`config.mk`:
```
export PLATFORM = sky130hd
export DESIGN_NAME = mem_bus_arbiter
export DESIGN_NICKNAME = d
export VERILOG_FILES = /design/src/rtl/mem_bus_arbiter_pkg.sv /design/src/rtl/mem_bus_arbiter_wait_timer.sv /design/src/rtl/mem_bus_arbiter.sv
export SDC_FILE = /design/constraint.sdc
export NUM_CORES = 1
export LEC_CHECK = 0
export ABC_AREA = 1
export BUFFER_PORTS_ARGS = -buffer_cell sky130_fd_sc_hd__buf_2
export CAP_MARGIN = 10
export CORE_MARGIN = 5
export CORE_UTILIZATION = 45
export DETAILED_ROUTE_END_ITERATION = 10
export PLACE_DENSITY = 0.76
export SLEW_MARGIN = 25
export SYNTH_ARGS = -nofsm -noshare
export SYNTH_HDL_FRONTEND = slang
export SYNTH_SLANG_ARGS = --single-unit
export TNS_END_PERCENT = 10
```
`constraint.sdc`:
```
create_clock -name clk -period 2.7 [get_ports clk]
set_input_delay 0.405 -clock clk [delete_from_list [all_inputs] [get_ports clk]]
set_output_delay 0.405 -clock clk [all_outputs]
set_load 0.005 [all_outputs]
```
`src/rtl/mem_bus_arbiter_pkg.sv`:
```
`timescale 1ns/1ps
// Shared state type, timeout constants and grant encodings for the
// two-master memory bus arbiter.
package mem_arb_pkg;

  typedef enum logic [1:0] {
    IDLE    = 2'd0,
    GNT_CPU = 2'd1,
    GNT_DMA = 2'd2,
    DONE    = 2'd3
  } arb_state_t;

  localparam logic [3:0]  WAIT_LIMIT = 4'd15;
  localparam logic [15:0] ERR_DATA   = 16'hFFFF;

  localparam logic [1:0] GRANT_NONE = 2'b00;
  localparam logic [1:0] GRANT_CPU  = 2'b01;
  localparam logic [1:0] GRANT_DMA  = 2'b10;

endpackage

```
`src/rtl/mem_bus_arbiter_wait_timer.sv`:
```
`timescale 1ns/1ps
// Wait-state counter for one memory access; expired flags the cycle in which
// the access has waited WAIT_LIMIT cycles and memory is still not ready.
module arb_wait_timer
  import mem_arb_pkg::*;
(
  input  logic clk,
  input  logic reset,
  input  logic start,
  input  logic ready,
  output logic expired
);

  logic [3:0] count_reg;

  // start is held high outside a grant, so every access begins from zero.
  always_ff @(posedge clk) begin
    if (reset || start) begin
      count_reg <= '0;
    end else if (!ready && (count_reg != WAIT_LIMIT)) begin
      count_reg <= count_reg + 4'd1;
    end
  end

  assign expired = (count_reg == WAIT_LIMIT) && !ready;

endmodule

```
`src/rtl/mem_bus_arbiter.sv`:
```
`timescale 1ns/1ps
// Arbitrates a single memory port between a CPU and a DMA master, with
// fair tie-breaking, per-access wait timeout and a sticky error flag.
module mem_bus_arbiter
  import mem_arb_pkg::*;
(
  input  logic        clk,
  input  logic        reset,
  input  logic        cpu_mreq_n,
  input  logic        cpu_r_w_n,
  input  logic [15:0] cpu_addr,
  input  logic [15:0] cpu_wdata,
  output logic        cpu_ack,
  output logic [15:0] cpu_rdata,
  input  logic        dma_req,
  input  logic        dma_r_w_n,
  input  logic [15:0] dma_addr,
  input  logic [15:0] dma_wdata,
  output logic        dma_ack,
  output logic [15:0] dma_rdata,
  output logic        mem_req,
  output logic        mem_r_w_n,
  output logic [15:0] mem_addr,
  output logic [15:0] mem_wdata,
  input  logic [15:0] mem_rdata,
  input  logic        mem_ready,
  output logic [1:0]  grant,
  output logic        bus_err,
  input  logic        err_clr
);

  arb_state_t  state_reg, state_next;
  logic        last_dma_reg;
  logic        any_done_reg;
  logic        lat_rw_reg;
  logic [15:0] lat_addr_reg;
  logic [15:0] lat_wdata_reg;
  logic [15:0] cpu_rdata_reg;
  logic [15:0] dma_rdata_reg;
  logic        bus_err_reg;

  logic in_gnt;
  logic expired;
  logic finish;
  logic dma_turn;

  arb_wait_timer u_wait_timer (
    .clk     (clk),
    .reset   (reset),
    .start   (!in_gnt),
    .ready   (mem_ready),
    .expired (expired)
  );

  assign in_gnt = (state_reg == GNT_CPU) || (state_reg == GNT_DMA);
  assign finish = in_gnt && (mem_ready || expired);
  // The CPU wins every tie until a CPU access has completed; after that the
  // master that was not served last wins.
  assign dma_turn = any_done_reg && !last_dma_reg;

  always_comb begin
    state_next = state_reg;
    case (state_reg)
      IDLE: begin
        if (!cpu_mreq_n && dma_req) begin
          state_next = dma_turn ? GNT_DMA : GNT_CPU;
        end else if (!cpu_mreq_n) begin
          state_next = GNT_CPU;
        end else if (dma_req) begin
          state_next = GNT_DMA;
        end
      end
      GNT_CPU, GNT_DMA: begin
        if (mem_ready || expired) begin
          state_next = DONE;
        end
      end
      DONE:    state_next = IDLE;
      default: state_next = IDLE;
    endcase
  end

  always_ff @(posedge clk) begin
    if (reset) begin
      state_reg     <= IDLE;
      last_dma_reg  <= 1'b0;
      any_done_reg  <= 1'b0;
      lat_rw_reg    <= 1'b0;
      lat_addr_reg  <= '0;
      lat_wdata_reg <= '0;
      cpu_rdata_reg <= '0;
      dma_rdata_reg <= '0;
      bus_err_reg   <= 1'b0;
    end else begin
      state_reg <= state_next;
      if ((state_reg == IDLE) && (state_next == GNT_CPU)) begin
        lat_rw_reg    <= cpu_r_w_n;
        lat_addr_reg  <= cpu_addr;
        lat_wdata_reg <= cpu_wdata;
      end else if ((state_reg == IDLE) && (state_next == GNT_DMA)) begin
        lat_rw_reg    <= dma_r_w_n;
        lat_addr_reg  <= dma_addr;
        lat_wdata_reg <= dma_wdata;
      end
      if (finish) begin
        last_dma_reg <= (state_reg == GNT_DMA);
        any_done_reg <= 1'b1;
        if (!mem_ready) begin
          if (state_reg == GNT_DMA) dma_rdata_reg <= ERR_DATA;
          else                      cpu_rdata_reg <= ERR_DATA;
        end else if (lat_rw_reg) begin
          if (state_reg == GNT_DMA) dma_rdata_reg <= mem_rdata;
          else                      cpu_rdata_reg <= mem_rdata;
        end
      end
      // A timeout in the same cycle as err_clr leaves the flag set.
      if (finish && !mem_ready) begin
        bus_err_reg <= 1'b1;
      end else if (err_clr) begin
        bus_err_reg <= 1'b0;
      end
    end
  end

  always_comb begin
    grant = GRANT_NONE;
    if (state_reg == GNT_CPU) grant = GRANT_CPU;
    if (state_reg == GNT_DMA) grant = GRANT_DMA;
  end

  assign mem_req   = in_gnt;
  assign mem_r_w_n = lat_rw_reg;
  assign mem_addr  = lat_addr_reg;
  assign mem_wdata = lat_wdata_reg;
  assign cpu_ack   = (state_reg == DONE) && !last_dma_reg;
  assign dma_ack   = (state_reg == DONE) && last_dma_reg;
  assign cpu_rdata = cpu_rdata_reg;
  assign dma_rdata = dma_rdata_reg;
  assign bus_err   = bus_err_reg;

endmodule

```
==> impl_metrics.csv, run 1 <==
group,metric,value,unit
status,outcome,"completed",
setup_path,required,2.90,ns
clock_tree,clk_pin_slew,0.08,ns
layout,drive_gt1_share,32.7,%
power,p_total,0.00302,W
clock_tree,clk_path_buf_depth,2,
routing,routed-wl-met2,4700,µm
routing,drt-pass1-iter-count,4,
sta,hold_viol,0,
sta,slew_viol_final,0,
sta,relSlewSlack,54.9,%
placement,post_dp_cell_area,4510,µm²
routing,vias_per_cell,5.00,
placement,portBuffers,158,
setup_path,crit_type,"reg -> reg",
routing,dr.first_iter.drc_count,118,
synthesis,ys.flop_type,"dfxtp_1",
floorplan,io_pins,159,
floorplan,die_x,101,µm
global_route,grt_pass1_vias,3726,
floorplan,start_util,45.7,%
routing,wl_met1,4340,µm
setup_path,reg2reg_depth,10,
routing,detail_route.wl_per_cell,13.0,µm
routing,vias,3875,
floorplan,core_area,8090,µm²
global_route,grt_max_degree,67,
synthesis,synth_nets,619,
clock_tree,cts_tree,"done",
sta,fmax,463,MHz
placement,place_inst,759,
run,max-cap-violations,0,
power,p_leak,2.40,nW
synthesis,ys_types,25,
routing,met3_length,877,µm
layout,fin_cells,775,
setup_path,cp_slowest_stage_delay,0.39,ns
synthesis,netlist_instances,526,
sta,tightest_slew,0.676,ns
layout,final_cell_area,4720,µm²
placement,place_hpwl,7310,µm
routing,drtAntennaViolNets,0,
floorplan,die_h,101,µm
synthesis,synth_area_per_cell,7.03,µm²
clock_tree,cts_resized,0,
clock_tree,post_cts.repair.setup_buffers,0,
clock_tree,clock-sinks,74,
synthesis,yosys_warnings,0,
global_route,grt_first_pass_wirelength,16700,µm
layout,diodes,0,
global_route,grt_use_total,19.9,%
min_path,hold_class,"in -> reg",
placement,gp_congestion,0.882,
sta,setup_viol,0,
synthesis,synth_area,3700,µm²
global_route,grt_overflow,0,
sta,rsz0062_at_grt,"no",
clock_tree,cts_made_buffers,9,
min_path,hold_depth,4,
synthesis,synthArstFlopShare,0,%
setup_path,cp_cell_sequence,"inv_1 -> ha_1 -> inv_1 -> nor2_1 -> nand2_1 -> nand3_2 -> buf_12 -> o21ai_0 -> nand2_1 -> a21oi_1",
setup_path,start_kind,"flip-flop",
layout,final_net_count,758,
clock_tree,hold_buffers,0,
sta,final.period_utilization,80.0,%
clock_tree,cts_root_buf,"clkbuf_8",
layout,area_growth,27.5,%
sta,skew,0.0162,ns
routing,top_layer,"met4",
setup_path,critPathArrivalTime,2.36,ns
synthesis,ys_seq_area_share,40.1,%
clock_tree,clock_latency,0.34,ns
setup_path,slowest_stage,"dfxtp_1",
power,p_per_area,640,nW/µm²
sta,setup-tns-final,0,ns
sta,period_minus_slack,2.16,ns
setup_path,path_max_fanout,50,
floorplan,fp-row-count,33,
synthesis,ys_seq_elements,74,
synthesis,synth_edf_count,0,
routing,wirelength,10100,µm
global_route,antenna_found_initial,0,
routing,drc_errors,0,
clock_tree,htreeDepth,3,
setup_path,end_kind,"flip-flop",
power,ir_drop,0.000305,V
floorplan,die_area,10100,µm²
metal layers:
| metal | vias to the layer above | GRT usage [%] |
|---|---|---|
| met2 | 131 | 33.0 |
| li1 | 1969 | - |
| met4 | 0 | 6.42 |
| met3 | 15 | 4.64 |
| met5 | - | 0 |
| met1 | 1760 | 25.6 |
placed cells by master (no fill, tap or decap):
cell type   synthesis  layout
clkbuf_8            0       9
nand3_2             2       2
or2_2              16      16
inv_2               4       4
nand2_2             2       2
nor2_8              1       1
bufinv_16           0       1
o21ai_2            11      11
inv_8               0       2
ha_1                5       5
buf_4               3       7
buf_12              0       1
clkinvlp_4          0       3
inv_6               0       1
a211oi_1            1       1
buf_2              12     158
inv_1              79      79
a21oi_1            69      69
dfxtp_1            74      74
o21ai_0            26      26
nand3b_1           16      16
nor2_4              1       1
nand2_1            80      80
nor2_1             13      13
nor4_1              1       1
nand4_1             1       1
o21a_1              1       1
nand3_1            85      85
layout make-up:
cell class / count / area (µm²)
clock buffer: 9 / 124
clock inverter: 7 / 83.8
fill: 769 / 3380
inverter: 83 / 312
multi-input combinational: 331 / 1720
sequential: 74 / 1480
tap: 105 / 131
timing repair buffer: 166 / 863
final timing paths:
path | start | endpoint | slack [ns]
max reg2reg | state_reg[1]$_SDFF_PP0_ | mem_wdata[0]$_SDFFE_PP0P_ | 0.54
min reg2reg | dma_rdata[12]$_SDFFE_PP0P_ | dma_rdata[12]$_SDFFE_PP0P_ | 0.46
min | err_clr | bus_err$_SDFFE_PP0P_ | 0.32
max | state_reg[1]$_SDFF_PP0_ | mem_wdata[0]$_SDFFE_PP0P_ | 0.54
through the flow:
stage	hold slack (ns)	setup WS [ns]	utilization, %
2_1_floorplan	0.439	0.954	-
3_3_place_gp	0.447	0.674	55.7
3_5_place_dp	0.451	0.551	55.7
4_1_cts	0.303	0.539	58.3
5_1_grt	0.327	0.287	58.3
6_report	0.319	0.539	58.3
cells in the mapped netlist (3+ instances only):
master / n / share of area [%]
inv_2: 4 / 0.41
a21oi_1: 69 / 9.3
or2_2: 16 / 2.7
buf_4: 3 / 0.61
inv_1: 79 / 8.0
o21ai_0: 26 / 3.5
nor2_1: 13 / 1.3
ha_1: 5 / 1.7
nand2_1: 80 / 8.1
nand3_1: 85 / 12
o21ai_2: 11 / 2.6
nand3b_1: 16 / 3.2
buf_2: 12 / 1.6
clkbuf_1: 19 / 1.9
dfxtp_1: 74 / 40
power by group:
part	internal (W)	total (W)	leakage, nW	switching (W)
clock network	0.000443	0.000898	0.0959	0.000456
registers	0.00122	0.00129	0.605	0.0000749
logic	0.000341	0.000827	1.70	0.000486
total	0.00200	0.00302	2.40	0.00102
worst max-delay path, delay by kind of cell (launching register included):
family,cells,cell delay [ns]
AND/OR/NAND/NOR,4,0.63
adder cells (fa/ha/maj),1,0.34
buffers and inverters,3,0.46
flip-flops,1,0.39
AO/OA/AOI/OAI,2,0.18
logic make-up after synthesis:
kind of cell / count (synthesis) / synth area share, %
AOI/OAI and AO/OA: 108 / 15.9
and+or+nand+nor: 218 / 29.0
DFF: 74 / 40.1
adders and majority gates: 5 / 1.69
buffers and inverters: 121 / 13.4
(Power assumes the default switching activity.)
==> run 2, diff against run 1 <==
Settings changed: CORE_UTILIZATION 45 to 43.
Clock period 2.7 ns to 1.8 ns, I/O delays scaled along.
==> impl_metrics.csv, run 2 (synthesis results as in run 1) <==
group,metric,value,unit
global_route,grt_use_total,19.5,%
clock_tree,clock_latency,0.34,ns
setup_path,end_kind,"flip-flop",
power,p_switching,0.00154,W
global_route,grt_first_pass_wirelength,16600,µm
layout,layout_common_cells,"158 x buf_2, 85 x nand3_1, 79 x nand2_1, 77 x inv_1, 72 x dfxtp_1",
setup_path,reg2reg_depth,10,
global_route,grt_overflow,0,
global_route,antenna_found_initial,1,
layout,fillCellCount,793,
setup_path,slowest_stage,"dfxtp_2",
clock_tree,cts_made_buffers,9,
placement,place_hpwl,7500,µm
power,p_per_area,1010,nW/µm²
layout,final_cell_area,5050,µm²
status,outcome,"completed",
layout,final_net_count,772,
power,ir_drop,0.000547,V
floorplan,fp-row-count,33,
sta,slew_viol_final,0,
routing,drc_errors,0,
floorplan,core_area,8300,µm²
setup_path,timing.rr.start,"state_reg[1]$_SDFF_PP0_",
sta,final.period_utilization,97.3,%
layout,multi_input_area,1750,µm²
setup_path,rr_endpoint,"mem_wdata[12]$_SDFFE_PP0P_",
layout,ff_latch_area,1480,µm²
min_path,hold_depth,2,
global_route,grt_max_degree,67,
clock_tree,clk_path_buf_depth,2,
power,power.share.clock,32.9,%
routing,wirelength,10900,µm
global_route,grt_pass1_vias,3692,
clock_tree,cts_root_buf,"clkbuf_8",
clock_tree,clk_pin_slew,0.08,ns
power,internal_power,0.00359,W
min_path,hold_class,"in -> reg",
routing,drt-pass1-iter-count,5,
placement,portBuffers,158,
setup_path,worst-path-stages,10,
setup_path,path_max_fanout,16,
placement,gp_congestion,0.885,
clock_tree,clock-sinks,74,
setup_path,start_kind,"flip-flop",
power,power_frac_comb,29.2,%
floorplan,die_area,10600,µm²
sta,hold_viol,0,
layout,mostFrequentLayoutCell,"buf_2",
placement,place_inst,767,
clock_tree,htreeDepth,3,
min_path,whs_endpoint,"mem_addr[1]$_SDFFE_PP0P_",
power,p_total,0.00512,W
layout,area_growth,36.7,%
run,max-cap-violations,0,
sta,tightest_slew,0.661,ns
sta,relSlewSlack,56.0,%
power,p_seq_share,37.9,%
layout,drive_gt1_share,35.1,%
routing,vias_per_cell,5.03,
setup_path,rrSetupSlack,0.05,ns
floorplan,die_x,103,µm
setup_path,crit_type,"reg -> reg",
routing,vias,3973,
setup_path,critPathArrivalTime,1.97,ns
setup_path,cp_common_cell,"nand2_1",
routing,dr.first_iter.drc_count,125,
layout,fin_cells,790,
placement,post_dp_cell_area,4620,µm²
clock_tree,cts_tree,"done",
floorplan,io_pins,159,
setup_path,cp_slowest_stage_delay,0.35,ns
power,sw_frac_of_total,30.0,%
floorplan,die_h,103,µm
sta,skew,0.00764,ns
min_path,worstHoldStart,"reset",
sta,period_minus_slack,1.75,ns
sta,setup_viol,0,
setup_path,timing.critical_path.buf_inv,3,
sta,fmax,571,MHz
setup_path,crit_family,"simple AND/OR/NAND/NOR gates",
power,p_leak,2.57,nW
setup_path,required,2.02,ns
setup_path,cp_cell_sequence,"inv_1 -> ha_4 -> inv_2 -> nor2_1 -> nand2_1 -> nand3_4 -> clkbuf_16 -> o21ai_0 -> nand2_1 -> a21oi_1",
routing,detail_route.wl_per_cell,13.8,µm
routing,drtAntennaViolNets,0,
floorplan,start_util,44.5,%
## run 2: cell count changes in the layout (fill, tap and decap cells not counted), moves of 3 or more
cell | before | now
buf_12 | 1 | 5
clkbuf_16 | 0 | 4
bufinv_16 | 1 | 4
buf_4 | 7 | 11
## run 2: worst max path at each step
stage	startpoint	end	slack, ns
after floorplan	state_reg[0]$_SDFF_PP0_	mem_addr[0]$_SDFFE_PP0P_	0.05
after CTS	state_reg[1]$_SDFF_PP0_	mem_addr[0]$_SDFFE_PP0P_	0.04
after global routing	u_wait_timer.count_reg[1]$_SDFFE_PP0P_	dma_rdata[13]$_SDFFE_PP0P_	-0.05
after detailed placement	state_reg[1]$_SDFF_PP0_	mem_addr[0]$_SDFFE_PP0P_	0.002
final	state_reg[1]$_SDFF_PP0_	mem_wdata[12]$_SDFFE_PP0P_	0.05
after global placement	state_reg[0]$_SDFF_PP0_	mem_addr[10]$_SDFFE_PP0P_	0.08
## run 2: cell type report
type | instances | share of cell area (%)
multi-input combinational | 331 | 34.5
sequential | 74 | 29.4
timing repair buffer | 180 | 22.0
inverter | 83 | 6.21
clock inverter | 7 | 2.80
tap | 105 | 2.60
clock buffer | 9 | 2.45
antenna | 1 | 0.0495
## run 2: layer usage
layer | vias to the layer above | routed length [µm] | GRT usage [%] | part of all wire [%]
li1 | 1993 | - | - | -
met1 | 1803 | 4330 | 24.3 | 40
met2 | 162 | 5370 | 32.9 | 49
met3 | 15 | 984 | 4.53 | 9.0
met4 | 0 | 199 | 6.56 | 1.8
met5 | - | 0 | 0 | 0
## run 2: timing repair
action                                  CTS  global route
endpoints found under the setup margin    2            66
hold buffers                              0             0
setup buffers                             0             1
gates cloned                              1             4
pin swaps                                 0             1
gates resized for setup                   1            10
## run 2: metrics by stage
| step | TNS [ns] | util (%) | worst slack [ns] | hold WS, ns |
|---|---|---|---|---|
| 2_1_floorplan | 0 | - | 0.0543 | 0.433 |
| 3_3_place_gp | 0 | 55.6 | 0.0842 | 0.446 |
| 3_5_place_dp | 0 | 55.6 | 0.00180 | 0.452 |
| 4_1_cts | 0 | 59.2 | 0.0358 | 0.171 |
| 5_1_grt | -1.03 | 60.9 | -0.0503 | 0.183 |
| 6_report | 0 | 60.9 | 0.0491 | 0.193 |
## run 2: power by group through the flow
stage               combinational, W  sequential [W]  clock [W]
floorplan                   0.000812         0.00198          0
global route                 0.00166         0.00197    0.00179
detailed placement           0.00132         0.00197          0
finish                       0.00150         0.00194    0.00168
global placement             0.00128         0.00197          0
CTS                          0.00137         0.00194    0.00171
==> run 3, diff against run 2 <==
Settings changed: BUFFER_PORTS_ARGS -buffer_cell sky130_fd_sc_hd__buf_2 to -buffer_cell sky130_fd_sc_hd__clkbuf_2, CORE_UTILIZATION 43 to 45.
Clock period 1.8 ns to 1.81 ns, I/O delays scaled along.
==> impl_metrics.csv, run 3 (synthesis results as in run 1) <==
group,metric,value,unit
layout,layout_common_cells,"158 x clkbuf_2, 85 x nand3_1, 78 x inv_1, 78 x nand2_1, 74 x dfxtp_1",
routing,top_layer,"met4",
layout,drive_gt1_share,35.1,%
setup_path,critPathArrivalTime,1.90,ns
clock_tree,cts_root_buf,"clkbuf_8",
floorplan,core_area,8090,µm²
routing,wirelength,10800,µm
sta,setup_viol,0,
power,p_leak,2.50,nW
layout,final_cell_area,4960,µm²
clock_tree,clk_pin_slew,0.08,ns
floorplan,start_util,45.7,%
power,p_seq_share,40.2,%
setup_path,crit_type,"reg -> reg",
clock_tree,cts_tree,"done",
routing,dr.first_iter.drc_count,139,
setup_path,slowest_stage,"dfxtp_1",
routing,routed-wl-met2,5120,µm
setup_path,worst-path-stages,10,
setup_path,critPathCapture,"mem_addr[3]$_SDFFE_PP0P_",
routing,drc_errors,0,
clock_tree,hold_buffers,0,
setup_path,cp_cell_sequence,"inv_2 -> ha_2 -> inv_1 -> nor2_2 -> nand2_2 -> nand3_4 -> buf_6 -> o21ai_2 -> nand2_1 -> a21oi_1",
setup_path,cp_slowest_stage_delay,0.36,ns
setup_path,rr_endpoint,"mem_addr[3]$_SDFFE_PP0P_",
global_route,grt_overflow,0,
routing,drt-pass1-iter-count,5,
routing,drtAntennaViolNets,0,
sta,relSlewSlack,69.9,%
power,p_per_area,974,nW/µm²
routing,vias,3970,
global_route,grt_pass1_vias,3752,
setup_path,timing.rr.start,"state_reg[1]$_SDFF_PP0_",
floorplan,fp-row-count,33,
clock_tree,clock-sinks,74,
floorplan,die_h,101,µm
routing,met3_length,1020,µm
floorplan,io_pins,159,
status,outcome,"completed",
layout,finish.utilization,61.2,%
setup_path,timing.critical_path.buf_inv,3,
setup_path,crit_family,"simple AND/OR/NAND/NOR gates",
sta,period_minus_slack,1.68,ns
routing,vias_per_cell,5.02,
power,sw_frac_of_total,32.8,%
layout,diodes,0,
placement,place_hpwl,7550,µm
layout,multi_input_area,1750,µm²
power,power.share.clock,30.2,%
sta,fmax,594,MHz
sta,slew_viol_final,0,
layout,fillCellCount,769,
global_route,grt_max_degree,67,
setup_path,required,2.02,ns
setup_path,critPathLaunch,"state_reg[1]$_SDFF_PP0_",
power,ir_drop,0.000490,V
global_route,grt_use_total,20.7,%
min_path,hold_class,"in -> reg",
setup_path,end_kind,"flip-flop",
placement,post_dp_cell_area,4610,µm²
global_route,grt_first_pass_wirelength,17100,µm
placement,gp_congestion,0.862,
layout,mostFrequentLayoutCell,"clkbuf_2",
routing,detail_route.wl_per_cell,13.7,µm
clock_tree,clk_path_buf_depth,2,
sta,final.period_utilization,93.1,%
layout,ff_latch_area,1480,µm²
min_path,worstHoldStart,"err_clr",
clock_tree,htreeDepth,3,
power,power_frac_comb,29.6,%
floorplan,die_area,10100,µm²
sta,tightest_slew,0.449,ns
setup_path,rrSetupSlack,0.13,ns
placement,portBuffers,158,
power,p_switching,0.00158,W
clock_tree,clock_latency,0.35,ns
layout,area_growth,34.0,%
setup_path,path_max_fanout,16,
power,internal_power,0.00325,W
run,max-cap-violations,0,
clock_tree,cts_made_buffers,9,
floorplan,die_x,101,µm
sta,hold_viol,0,
setup_path,reg2reg_depth,10,
global_route,antenna_found_initial,0,
sta,skew,0.0115,ns
sta,rsz0062_at_grt,"yes",
layout,final_net_count,774,
routing,wl_met1,4460,µm
setup_path,start_kind,"flip-flop",
-- run 3: cell types whose count changed in the layout (fill, tap and decap cells not counted), sizes merged --
cell    change
buf       -154
bufinv      -2
clkbuf    +156
clkinv      -1
diode       -1
inv         +3
-- run 3: worst min-delay path, cell delays in order --
cell and delay (ns):
clkbuf_2 0.08, inv_1 0.03, nand2_1 0.05, a21oi_1 0.05
-- run 3: area by class of cell --
class / instances / area share, %
multi-input cells: 331 / 35.3
inverters: 83 / 6.29
clock inverters: 7 / 1.99
clock buffers: 9 / 2.50
flip-flops and latches: 74 / 29.9
repair buffers: 182 / 21.4
well taps: 105 / 2.65
-- run 3: layer usage --
metal  vias up  global-route usage, %
met5         -                      0
met1      1780                   26.0
met3        20                   5.61
met4         0                   7.77
li1       2000                      -
met2       170                   33.6
-- run 3: worst min path at each step --
stage | depth (start not counted) | end
finish | 4 | bus_err$_SDFFE_PP0P_
CTS | 4 | bus_err$_SDFFE_PP0P_
floorplan | 3 | bus_err$_SDFFE_PP0P_
detailed placement | 2 | bus_err$_SDFFE_PP0P_
global route | 4 | bus_err$_SDFFE_PP0P_
global placement | 2 | dma_rdata[4]$_SDFFE_PP0P_
-- run 3: what timing repair did --
item                                    CTS  global route
pin swaps                                 0             4
buffers inserted                          0             4
resized for setup                         5             8
cloned                                    0             3
endpoints found under the setup margin    5            65
-- run 3: power by group through the flow --
| stage | Combinational [W] | Sequential [W] | Clock (W) |
|---|---|---|---|
| floorplan | 0.000807 | 0.00197 | 0 |
| global placement | 0.00127 | 0.00197 | 0 |
| detailed placement | 0.00130 | 0.00197 | 0 |
| CTS | 0.00132 | 0.00194 | 0.00148 |
| global route | 0.00160 | 0.00196 | 0.00156 |
| finish | 0.00143 | 0.00194 | 0.00146 |
-- run 3: through the flow --
stage,hold slack [ns],total power [W],setup TNS [ns],worst slack [ns],std cells
finish,0.180,0.00483,0,0.125,791
global route,0.202,0.00512,-0.00711,-0.00711,791
CTS,0.166,0.00473,0,0.000171,784
detailed placement,0.457,0.00328,0,0.0245,768
global placement,0.448,0.00324,0,0.119,768
floorplan,0.435,0.00278,0,0.0643,526
